### config.mk
export PLATFORM = sky130hd
export DESIGN_NAME = mem_port_arbiter
export DESIGN_NICKNAME = d
export VERILOG_FILES = /design/src/rtl/mem_port_arbiter.sv
export SDC_FILE = /design/constraint.sdc
export NUM_CORES = 1
export LEC_CHECK = 0
export CAP_MARGIN = 20
export CORE_MARGIN = 1
export CORE_UTILIZATION = 26
export DETAILED_ROUTE_END_ITERATION = 6
export MAX_ROUTING_LAYER = met4
export PLACE_DENSITY = 0.93
export SYNTH_ARGS = -nofsm -noshare
export SYNTH_HDL_FRONTEND = slang
export SYNTH_SLANG_ARGS = --single-unit
### constraint.sdc
create_clock -name clk -period 4.4 [get_ports clk]
set_clock_uncertainty 0.2 [all_clocks]
set_input_delay 0.88 -clock clk [delete_from_list [all_inputs] [get_ports clk]]
set_output_delay 0.88 -clock clk [all_outputs]
set_load 0.005 [all_outputs]
### src/rtl/mem_port_arbiter.sv
// mem_port_arbiter: shares one synchronous single-port memory between the
// core and a DMA/program-loader port. Round-robin between the two, with a
// bounded DMA burst lock, and read data steered back to whoever issued it.
//
// Optional feature: define ARB_STATS_EN to build the saturating core stall
// counter on core_wait_cnt; without it core_wait_cnt is tied to zero.
//
// Handshake: a requester raises req with we/addr/wdata and holds them
// stable until it sees gnt in the same cycle; gnt is combinational and the
// access happens in that cycle. Read data comes back one cycle later with
// rvalid on the owning port only.
module mem_port_arbiter #(
    parameter int ADDR_W    = 16,
    parameter int DATA_W    = 16,
    parameter int MAX_BURST = 8
) (
    input  logic              clk,
    input  logic              rst,
    input  logic              core_req,
    input  logic              core_we,
    input  logic [ADDR_W-1:0] core_addr,
    input  logic [DATA_W-1:0] core_wdata,
    output logic              core_gnt,
    output logic              core_stall,
    output logic              core_rvalid,
    output logic [DATA_W-1:0] core_rdata,
    input  logic              dma_req,
    input  logic              dma_we,
    input  logic [ADDR_W-1:0] dma_addr,
    input  logic [DATA_W-1:0] dma_wdata,
    input  logic              dma_lock,
    output logic              dma_gnt,
    output logic              dma_rvalid,
    output logic [DATA_W-1:0] dma_rdata,
    output logic              mem_en,
    output logic              mem_we,
    output logic [ADDR_W-1:0] mem_addr,
    output logic [DATA_W-1:0] mem_wdata,
    input  logic [DATA_W-1:0] mem_rdata,
    output logic [15:0]       core_wait_cnt,
    output logic [1:0]        state_dbg
);

    typedef enum logic [1:0] {
        IDLE      = 2'd0,
        CORE      = 2'd1,
        DMA_BURST = 2'd2
    } state_t;

    localparam int               CNT_W    = $clog2(MAX_BURST + 1);
    localparam logic [CNT_W-1:0] MAX_CNT  = CNT_W'(MAX_BURST);
    localparam logic             OWN_CORE = 1'b0;
    localparam logic             OWN_DMA  = 1'b1;

    state_t           state, state_nxt;
    logic             last, last_nxt;
    logic [CNT_W-1:0] burst_cnt, cnt_nxt;
    logic             rd_pend, rd_owner;
    logic             grant_core, grant_dma;

    // Arbitration: grant decision, next state and burst counter update.
    always_comb begin
        grant_core = 1'b0;
        grant_dma  = 1'b0;
        state_nxt  = IDLE;
        cnt_nxt    = burst_cnt;
        if (rst) begin
            cnt_nxt = '0;
        end else if (state == DMA_BURST && dma_req && dma_lock) begin
            if (core_req && burst_cnt == MAX_CNT) begin
                // Burst budget spent while the core waits: core goes next.
                grant_core = 1'b1;
                cnt_nxt    = '0;
                state_nxt  = CORE;
            end else begin
                // The budget only drains while the core is actually waiting.
                grant_dma = 1'b1;
                state_nxt = DMA_BURST;
                if (core_req) cnt_nxt = burst_cnt + CNT_W'(1);
            end
        end else begin
            // Plain round-robin; any burst in progress is over.
            cnt_nxt = '0;
            if (core_req && (!dma_req || last == OWN_DMA)) grant_core = 1'b1;
            else if (dma_req)                                grant_dma  = 1'b1;
            if (grant_core) begin
                state_nxt = CORE;
            end else if (grant_dma && dma_lock) begin
                state_nxt = DMA_BURST;
                if (core_req) cnt_nxt = CNT_W'(1);
            end
        end
    end

    // Remember the winner for round-robin; hold it on idle cycles.
    always_comb begin
        last_nxt = last;
        if (grant_core)     last_nxt = OWN_CORE;
        else if (grant_dma) last_nxt = OWN_DMA;
    end

    // Steer the winner onto the memory port; zeros when nobody is granted.
    always_comb begin
        mem_en    = grant_core | grant_dma;
        mem_we    = 1'b0;
        mem_addr  = '0;
        mem_wdata = '0;
        if (grant_core) begin
            mem_we    = core_we;
            mem_addr  = core_addr;
            mem_wdata = core_wdata;
        end else if (grant_dma) begin
            mem_we    = dma_we;
            mem_addr  = dma_addr;
            mem_wdata = dma_wdata;
        end
    end

    assign core_gnt   = grant_core;
    assign dma_gnt    = grant_dma;
    assign core_stall = core_req & ~grant_core;
    assign state_dbg  = state;

    // Read return: rst gates rvalid so a read in flight at reset is dropped.
    assign core_rvalid = rd_pend & (rd_owner == OWN_CORE) & ~rst;
    assign dma_rvalid  = rd_pend & (rd_owner == OWN_DMA) & ~rst;
    assign core_rdata  = core_rvalid ? mem_rdata : '0;
    assign dma_rdata   = dma_rvalid ? mem_rdata : '0;

    // State, round-robin pointer, burst count and read-return tag.
    always_ff @(posedge clk) begin
        if (rst) begin
            state     <= IDLE;
            last      <= OWN_DMA;
            burst_cnt <= '0;
            rd_pend   <= 1'b0;
            rd_owner  <= OWN_CORE;
        end else begin
            state     <= state_nxt;
            last      <= last_nxt;
            burst_cnt <= cnt_nxt;
            rd_pend   <= (grant_core & ~core_we) | (grant_dma & ~dma_we);
            rd_owner  <= grant_dma ? OWN_DMA : OWN_CORE;
        end
    end

`ifdef ARB_STATS_EN
    logic [15:0] wait_cnt;

    // Saturating count of cycles the core spent stalled.
    always_ff @(posedge clk) begin
        if (rst) begin
            wait_cnt <= 16'h0;
        end else if (core_stall && wait_cnt != 16'hFFFF) begin
            wait_cnt <= wait_cnt + 16'd1;
        end
    end

    assign core_wait_cnt = wait_cnt;
`else
    assign core_wait_cnt = 16'h0;
`endif

endmodule
==> metrics.md <==
| Metric | Value |
|---|---|
| DRT Wirelength | `between 4 and 5 mm` |
| TritonCTS Sinks | `9` |
| Register-to-register setup slack | `roughly 2.4 ns` |
| CTS Hold Bufs | `0` |
| MaxCap Viol Count | `0` |
| Cts bufs inserted | `3` |
| Critical path data arrival time | `around 3.1 ns` |
| Worst Reg-to-Reg Cells | `7` |
| Area after DPL | `about 2800 sq um` |
| Via density | `4.78` |
| Data required, critical path | `between 3 and 4 ns` |
| Period minus WS final | `around 4.2 ns` |
| RSZ-0062 raised after global routing | `false` |
| Fill count | `about 370` |
| Maximum vdd drop | `~120 uV` |
| CP Capture Point | `mem_we` |
| Die ar. | `4900 sq um` |
| DPL Wire Length | `between 3 and 4 mm` |
| Setup TNS | `0 ns` |
| Main flop type after synthesis | `dfxtp_1` |
| Fin area | `2820 sq um` |
| Area Overhead vs Synth | `135%` |
| CTS tree | `yes` |
| Asr flop ratio synth | `0%` |
| Antenna cell count | `0` |
| Initial core utilization | `27.2%` |
| Worst-path fanout max | `26` |
| Setup violators final | `0` |
| Leakage | `roughly 1.1 nW` |
| Slew Viols, Final | `0` |
| Worst skew pair latency | `approximately 0.24 ns` |
| Clock slew at reported path FFs | `about 0.050 ns` |
| First-pass GRT wire length | `between 7 and 8 mm` |
| Die width | `~70 um` |
| Total track usage | `a little under a fifth` |
| CTS root buf | `clkbuf_8` |
| Commonest non-fill, non-tap cell in the layout | `clkdlybuf4s50_1` |
| CP most frequent cell | `clkdlybuf4s50_1` |
| Path category of the worst min-delay check | `register to register` |
| Yosys warning count | `0` |
| P per Cell Area | `about 140 nW/um^2` |
| Routed len/inst | `roughly 13 um` |
| CP Launch Type | `primary input` |
| FMAX | `approximately 0.24 GHz` |
| DRC Markers | `0` |
| Largest net degree at the start of global routing | `37` |
| Yosys reg bits | `9` |
| I/O Buffers | `159` |
| Pre-antenna DRT Iters | `4` |
| EDFF count, synth | `0` |
| Worst Setup SP | `dma_req` |
| Multi-input gate area in the final layout | `around 870 sq um` |
| Netlist cell types | `37` |
| Nets | `between 300 and 400` |
| Outcome | `finished, final reports clean` |
| Crit Path Class | `primary input to output port` |
| Period Utilization, post-route | `approximately 94%` |
| Postcts setup bufs | `0` |
| Site Rows | `24` |
| Xor and xnor area share after synthesis | `0.728%` |
| Mux cell area share after synthesis | `about 1.7%` |
| Most frequent cells in the layout | `clkdlybuf4s50_1 (159), and2_1 (33), a22o_1 (20)` |
| Worst r2r dst | `rd_pend` |
| Crit end category | `output port` |
| Vias | `~1700` |
| Final Hold Viols | `0` |
| Post-synthesis compound-gate area fraction | `between 30% and 40%` |
| RePlAce Congestion | `~0.83` |
| Critical-path cell list | `clkdlybuf4s50_1 > nand4b_4 > or2_4 > a21oi_4 > buf_4 > a22o_2 > clkdlybuf4s50_1` |
| Post-route ant nets | `0` |
| Post-Syn Area | `~1200 sq um` |
| Syn_area_per_cell | `8.18 sq um` |
| Die height | `approximately 70 um` |
| Largest family of logic cells by synthesized area | `compound AO/OA/AOI/OAI gates` |
| Core area | `approximately 4400 sq um` |
| First DRT Iteration DRCs | `38` |
| RR Startpoint | `burst_cnt[0]` |
| Slowest library cell on the worst path | `clkdlybuf4s50_1` |
| Vias in the first global route | `1631` |
| Simple-gate share of the synthesized area | `30.1%` |
| Bufs on Longest Clock Path | `2` |
| Register Area | `roughly 180 sq um` |
| Adder-Cell Fraction of Synth Area | `under 10%` |
| Mapped Cells | `about 150` |
| Share of layout cells above drive strength 1 | `a little under a tenth` |
| Htree depth | `1` |
| Initial antenna violation count | `0` |
| Seq/Total Area, Yosys | `15.0%` |
| CP peak stage delay | `0.58 ns` |
| PostCTS Resize Cnt | `0` |
| Top Ports | `roughly 180` |
| Congestion Overflow GR | `0` |
==> worst min-delay path by stage <==
stage	slack [ns]	start	endpoint	cells past startpoint
after global placement	0.29	burst_cnt[3]	burst_cnt[3]	2
after CTS	0.32	burst_cnt[3]	burst_cnt[3]	2
final	0.32	burst_cnt[3]	burst_cnt[3]	2
after detailed placement	0.32	burst_cnt[3]	burst_cnt[3]	2
after global routing	0.38	burst_cnt[3]	burst_cnt[3]	2
after floorplan	0.26	burst_cnt[3]	burst_cnt[3]	2
==> Yosys cell counts (2+ instances only) <==
cell type / number / share of area (%)
and2_1: 33 / 17
a22o_1: 20 / 15
buf_4: 16 / 10
a22o_2: 14 / 12
dfxtp_1: 9 / 15
inv_1: 5 / 1.6
buf_2: 4 / 1.7
clkbuf_1: 4 / 1.2
nor2_1: 4 / 1.2
buf_6: 3 / 2.8
o21ai_0: 3 / 1.2
a21boi_0: 2 / 1.2
a21oi_1: 2 / 0.83
ha_1: 2 / 2.1
mux2i_1: 2 / 1.7
nand2_1: 2 / 0.62
nor3_1: 2 / 0.83
==> per-layer routing <==
metal | global-route usage (%) | up-vias | share of wire [%]
met5 | - | - | 0
met4 | 3.78 | 0 | 1.4
met3 | 5.48 | 10 | 10
met2 | 37.6 | 119 | 56
met1 | 17.4 | 757 | 32
li1 | - | 811 | -
==> through the flow <==
step                      instances  total power [mW]  setup slack, ns  hold slack, ns  utilization, %
after floorplan                 162             0.159             1.43           0.264               -
after global placement          351             0.291            0.324           0.287            62.9
after detailed placement        351             0.294            0.294           0.318            62.9
after CTS                       355             0.393            0.252           0.325            63.9
after global routing            355             0.414            0.168           0.378            63.9
final                           355             0.391            0.245           0.324            63.9
==> logic make-up after synthesis <==
kind of cell               Yosys count
and+or+nand+nor                     55
AOI/OAI and AO/OA                   45
buffers and inverters               32
DFF                                  9
adders and majority gates            2
muxes                                2
other                                1
xor gates and xnor gates             1
==> critical path, delay by kind of cell <==
kind,cells,cell delay [ns]
compound gates,2,0.32
buf+inv,3,1.39
simple gates,2,0.48
==> where the power goes <==
part / leakage [nW] / total [mW] / switching, mW / internal, mW
registers: 0.0736 / 0.0869 / 0.00191 / 0.0850
clock network: 0.0228 / 0.0981 / 0.0348 / 0.0633
logic: 1.04 / 0.206 / 0.0608 / 0.145
==> state kept, by name (all words and copies together), names as in the netlist <==
name       count
burst_cnt      4
last           1
rd_owner       1
rd_pend        1
state_dbg      2
==> area by class of cell <==
cell class | count | share of cell area, %
clock buffer | 4 | 1.60
inverter | 5 | 0.665
timing repair buffer | 164 | 58.2
sequential | 9 | 6.39
tap | 52 | 2.31
multi-input combinational | 121 | 30.9
(Power assumes the default switching activity.)
==> RTL edit 1 (same flow settings) <==
Add a define of `ARB_STATS_EN`.
--- a/src/rtl/mem_port_arbiter.sv
+++ b/src/rtl/mem_port_arbiter.sv
@@ -10,4 +10,6 @@
 // access happens in that cycle. Read data comes back one cycle later with
 // rvalid on the owning port only.
+`define ARB_STATS_EN
+
 module mem_port_arbiter #(
     parameter int ADDR_W    = 16,
Formal check against the unedited RTL: not equivalent (a bounded check fails within 4 cycles, from zero or initial values and one cycle with rst high).
==> RTL edit 1 against the original RTL <==
- critical endpoint is now mem_en
- setup slack lost 0.12 ns
- wire length grew 47%
- critical path depth grew 1
- synthesized cell count grew 54%
- sequential share of layout area grew 6.6 points
- final area grew 37%
- sequential cell count grew 16
- critical path type unchanged
- area after synthesis grew 58%
- power grew 54%
- largest power group is now registers
==> RTL edit 1: results <==
[detailed_routing]
via_per_inst = 4.78
dr_wl_met2_um = 3530
wl_per_cell_um = 13.9
dr_wl_met3_um = 516
wl_met1_um = 2850

[global_route]
met1_usage_pct = 21.1
met3_usage_pct = 3.41
grt_pass1_wl_um = 10300
met2_usage_pct = 30.8
grt_pass1_vias = 2125
grt_usage_pct = 17.3

[setup_path]
cp.arrival_ns = 3.19
reg2reg_depth = 6
crit_path_start = dma_lock
slowest_delay_ns = 0.53
reg2reg_from = core_wait_cnt[0]
r2r-end = core_wait_cnt[11]

[synth]
syn_area_per_cell_um2 = 8.39
synthTopCellsByCount = 33 x a22o_1, 33 x and2_1, 25 x dfxtp_1, 21 x nor2_1
synth_area_leaders = dfxtp_1 26%, a22o_1 15%, and2_1 11%, nor2_1 4.2%, xnor2_1 3.2%

[placement]
dpl_worst_slack_ns = 0.133
gp_congestion = 0.783
dpl_cell_area_um2 = 3810

[layout]
drive_above_1_share_pct = 7.52
final_cell_count_no_fill = 495
num-nets-final = 490
largest_reg_flops = 16
multi_input_area_um2 = 1320

[min_path]
holdPathEnd = core_wait_cnt[1]
holdCritStartpoint = core_wait_cnt[1]

[power_and_ir_drop]
leakage_nw = 1.44
clk-power_mw = 0.139
combPwrFrac_pct = 37.9
pg_comb_mw = 0.228
swShare_pct = 25.2

[outcome]
outcome = finished, final reports clean

[cts]
clk_latency_ns = 0.27

[timing]
layout_min_cycle_time_ns = 4.27
==> RTL edit 1: changes by cell type in the layout (fill, tap and decap cells not counted), moves of 6 or more <==
cell,before,now
a22o_2,14,0
a22o_1,20,33
dfxtp_1,9,25
nand4_1,1,7
a21oi_1,2,9
conb_1,16,0
nor2_1,4,21
xnor2_1,0,7
clkdlybuf4s50_1,159,175
==> RTL edit 1: layout make-up <==
class                   instances  share of cell area (%)
repair buffers                184                    47.8
well taps                      96                    3.11
multi-input cells             181                    34.3
inverters                       5                   0.487
flip-flops and latches         25                    13.0
clock buffers                   3                    1.07
clock inverters                 1                   0.195
==> RTL edit 1: cells by family (layout without fill, tap and decap cells) <==
kind of cell	after synthesis	count (layout)	synth area share, %
XOR/XNOR	10	10	4.62
adder cells (fa/ha/maj)	3	3	1.98
AND/OR/NAND/NOR	110	110	35.3
buffers and inverters	20	193	4.55
flip-flops	25	25	26.4
multiplexers	5	5	2.90
AO/OA/AOI/OAI	53	53	24.2
==> RTL edit 2 (config.mk and constraints unchanged) <==
Made on the original files. Register the output `state_dbg` once more; this adds one clock of latency there. The other outputs are not delayed to match.
--- a/src/rtl/mem_port_arbiter.sv
+++ b/src/rtl/mem_port_arbiter.sv
@@ -120,5 +120,7 @@
     assign dma_gnt    = grant_dma;
     assign core_stall = core_req & ~grant_core;
-    assign state_dbg  = state;
+    always_ff @(posedge clk) begin
+        state_dbg <= state;
+    end
 
     // Read return: rst gates rvalid so a read in flight at reset is dropped.
Behaviour: not the same (a bounded check fails within 4 cycles, from zero or initial values and one cycle with rst high).
==> RTL edit 2 against the original RTL <==
- sequential power is 23% higher
- power is 6.6% higher
- via count is 0.59% higher
- global-route usage is 0.65 points lower
- final area is 3.5% higher
- area after synthesis is 8.1% higher
- wire length is 0.66% higher
- first-iteration DRC count is 24% lower
- synthesized cell count is 4.8% higher
- sequential cell count is 2 higher
- setup slack better by 0.065 ns
- critical endpoint is now mem_addr[6]
- largest cell class unchanged
- largest power group unchanged
==> RTL edit 2: results <==
[cts]
clk_latency_ns = 0.24
cts_setup_buffers = 0
cts-resized-gates = 0
clockBufferDepth = 2
htreeDepth = 1
cts_root_buf = clkbuf_8
cts_made_buffers = 3
clk_pin_slew_ns = 0.05

[global_route]
grt_usage_pct = 18.1
grt_pass1_wl_um = 7450
grt_max_degree = 37
antenna_found_initial = 0

[setup_path]
cp.arrival_ns = 3.01
r2r-end = rd_pend
rrSetupSlack_ns = 2.60
slowest_delay_ns = 0.68
cp_slowest_cell = clkdlybuf4s50_1
path_max_fanout = 36
reg2reg_from = burst_cnt[0]
reg2reg_depth = 7

[min_path]
holdPathEnd = state_dbg[1]
holdCritStartpoint = state[1]
hp-class = register to register
whs_path_depth = 0

[layout]
antenna_cells = 0
largestRegisters = burst_cnt: 4 flops, state: 2 flops, state_dbg: 2 flops
fill_cells = 422
drive_above_1_share_pct = 7.10
num-nets-final = 400

[synth]
synthArstFlopShare_pct = 0
synthTopCellsByCount = 32 x and2_1, 29 x a22o_1, 17 x buf_4, 11 x dfxtp_1, 7 x buf_6
ys_seq_area_share_pct = 16.9
synth_area_leaders = a22o_1 20%, dfxtp_1 17%, and2_1 15%, buf_4 9.8%, buf_6 6.1%
syn_area_per_cell_um2 = 8.44
synth-main-ff-cell = dfxtp_1
synth.distinct_cells = 34
yosysWarnings = 0

[detailed_routing]
firstDrtPassIters = 4
vias = 1707
via_per_inst = 4.53
drt_iter0_drc = 29
postRouteWirelength_um = 4720

[placement]
io_buffers = 159
dp.cells = 373
dpl.hpwl_um = 4070
gp_congestion = 0.907

[power_and_ir_drop]
irDropWorstVdd_v = 0.0000879
leakage_nw = 1.16

[outcome]
outcome = finished, final reports clean
## RTL edit 2: changes by cell type in the layout (fill, tap and decap cells not counted), moves of 2 or more
cell	before	now
a22o_1	20	29
a22o_2	14	5
nor3_1	2	0
a21oi_1	2	5
nand3_1	1	3
nand2b_1	0	2
dfxtp_1	9	11
nand2_1	2	4
## RTL edit 2: how the worst max path moves through the flow
stage,start,to,slack (ns),cells after the start
3_5_place_dp,core_req,mem_addr[6],0.31,7
6_report,core_req,mem_addr[6],0.31,7
2_1_floorplan,rst,dma_rdata[10],1.56,5
3_3_place_gp,core_req,mem_addr[6],0.34,7
4_1_cts,core_req,mem_addr[6],0.31,7
5_1_grt,dma_req,mem_addr[6],0.24,7
## RTL edit 2: cell families (layout without fill, tap and decap cells)
kind of cell | Yosys count | in the layout | synth area share (%)
buffers and inverters | 32 | 173 | 18.2
AOI/OAI and AO/OA | 47 | 47 | 30.6
other | 1 | 16 | 0.288
DFF | 11 | 11 | 16.9
adders and majority gates | 2 | 2 | 1.92
xor gates and xnor gates | 1 | 1 | 0.674
and+or+nand+nor | 59 | 59 | 30.6
muxes | 1 | 1 | 0.770
## RTL edit 2: layer usage
layer / routed length (um) / global-route usage, % / vias up
met3: 402 / 3.04 / 8
met5: 0 / - / -
met2: 2570 / 36.6 / 111
li1: - / - / 830
met1: 1660 / 16.5 / 758
met4: 93 / 7.63 / 0
## RTL edit 2: critical path: cells and delay by family
kind                   cells  cell delay (ns)
buffers and inverters      3             1.40
AND/OR/NAND/NOR            2             0.37
AO/OA/AOI/OAI              2             0.35
## RTL edit 2: report_power, final
part,switching [mW],leakage [nW],internal (mW)
combinational,0.0618,1.05,0.147
sequential,0.00272,0.0901,0.104
clock,0.0382,0.0228,0.0636
## RTL edit 2: through the flow
| step | utilization [%] | hold slack, ns | worst slack (ns) | cell area (um^2) | total power, mW |
|---|---|---|---|---|---|
| 2_1_floorplan | - | 0.163 | 1.56 | 1360 | 0.183 |
| 3_3_place_gp | 60.5 | 0.180 | 0.337 | 2880 | 0.315 |
| 3_5_place_dp | 60.5 | 0.193 | 0.313 | 2880 | 0.318 |
| 4_1_cts | 61.4 | 0.201 | 0.308 | 2920 | 0.421 |
| 5_1_grt | 61.4 | 0.218 | 0.238 | 2920 | 0.443 |
| 6_report | 61.4 | 0.204 | 0.310 | 2920 | 0.417 |
## RTL edit 2: area by class of cell
type                       instances  area [um^2]  area share (%)
inverter                           5         18.8           0.642
clock buffer                       4         45.0            1.54
sequential                        11          220            7.54
multi-input combinational        126          900            30.8
tap                               67         83.8            2.87
timing repair buffer             164         1650            56.6
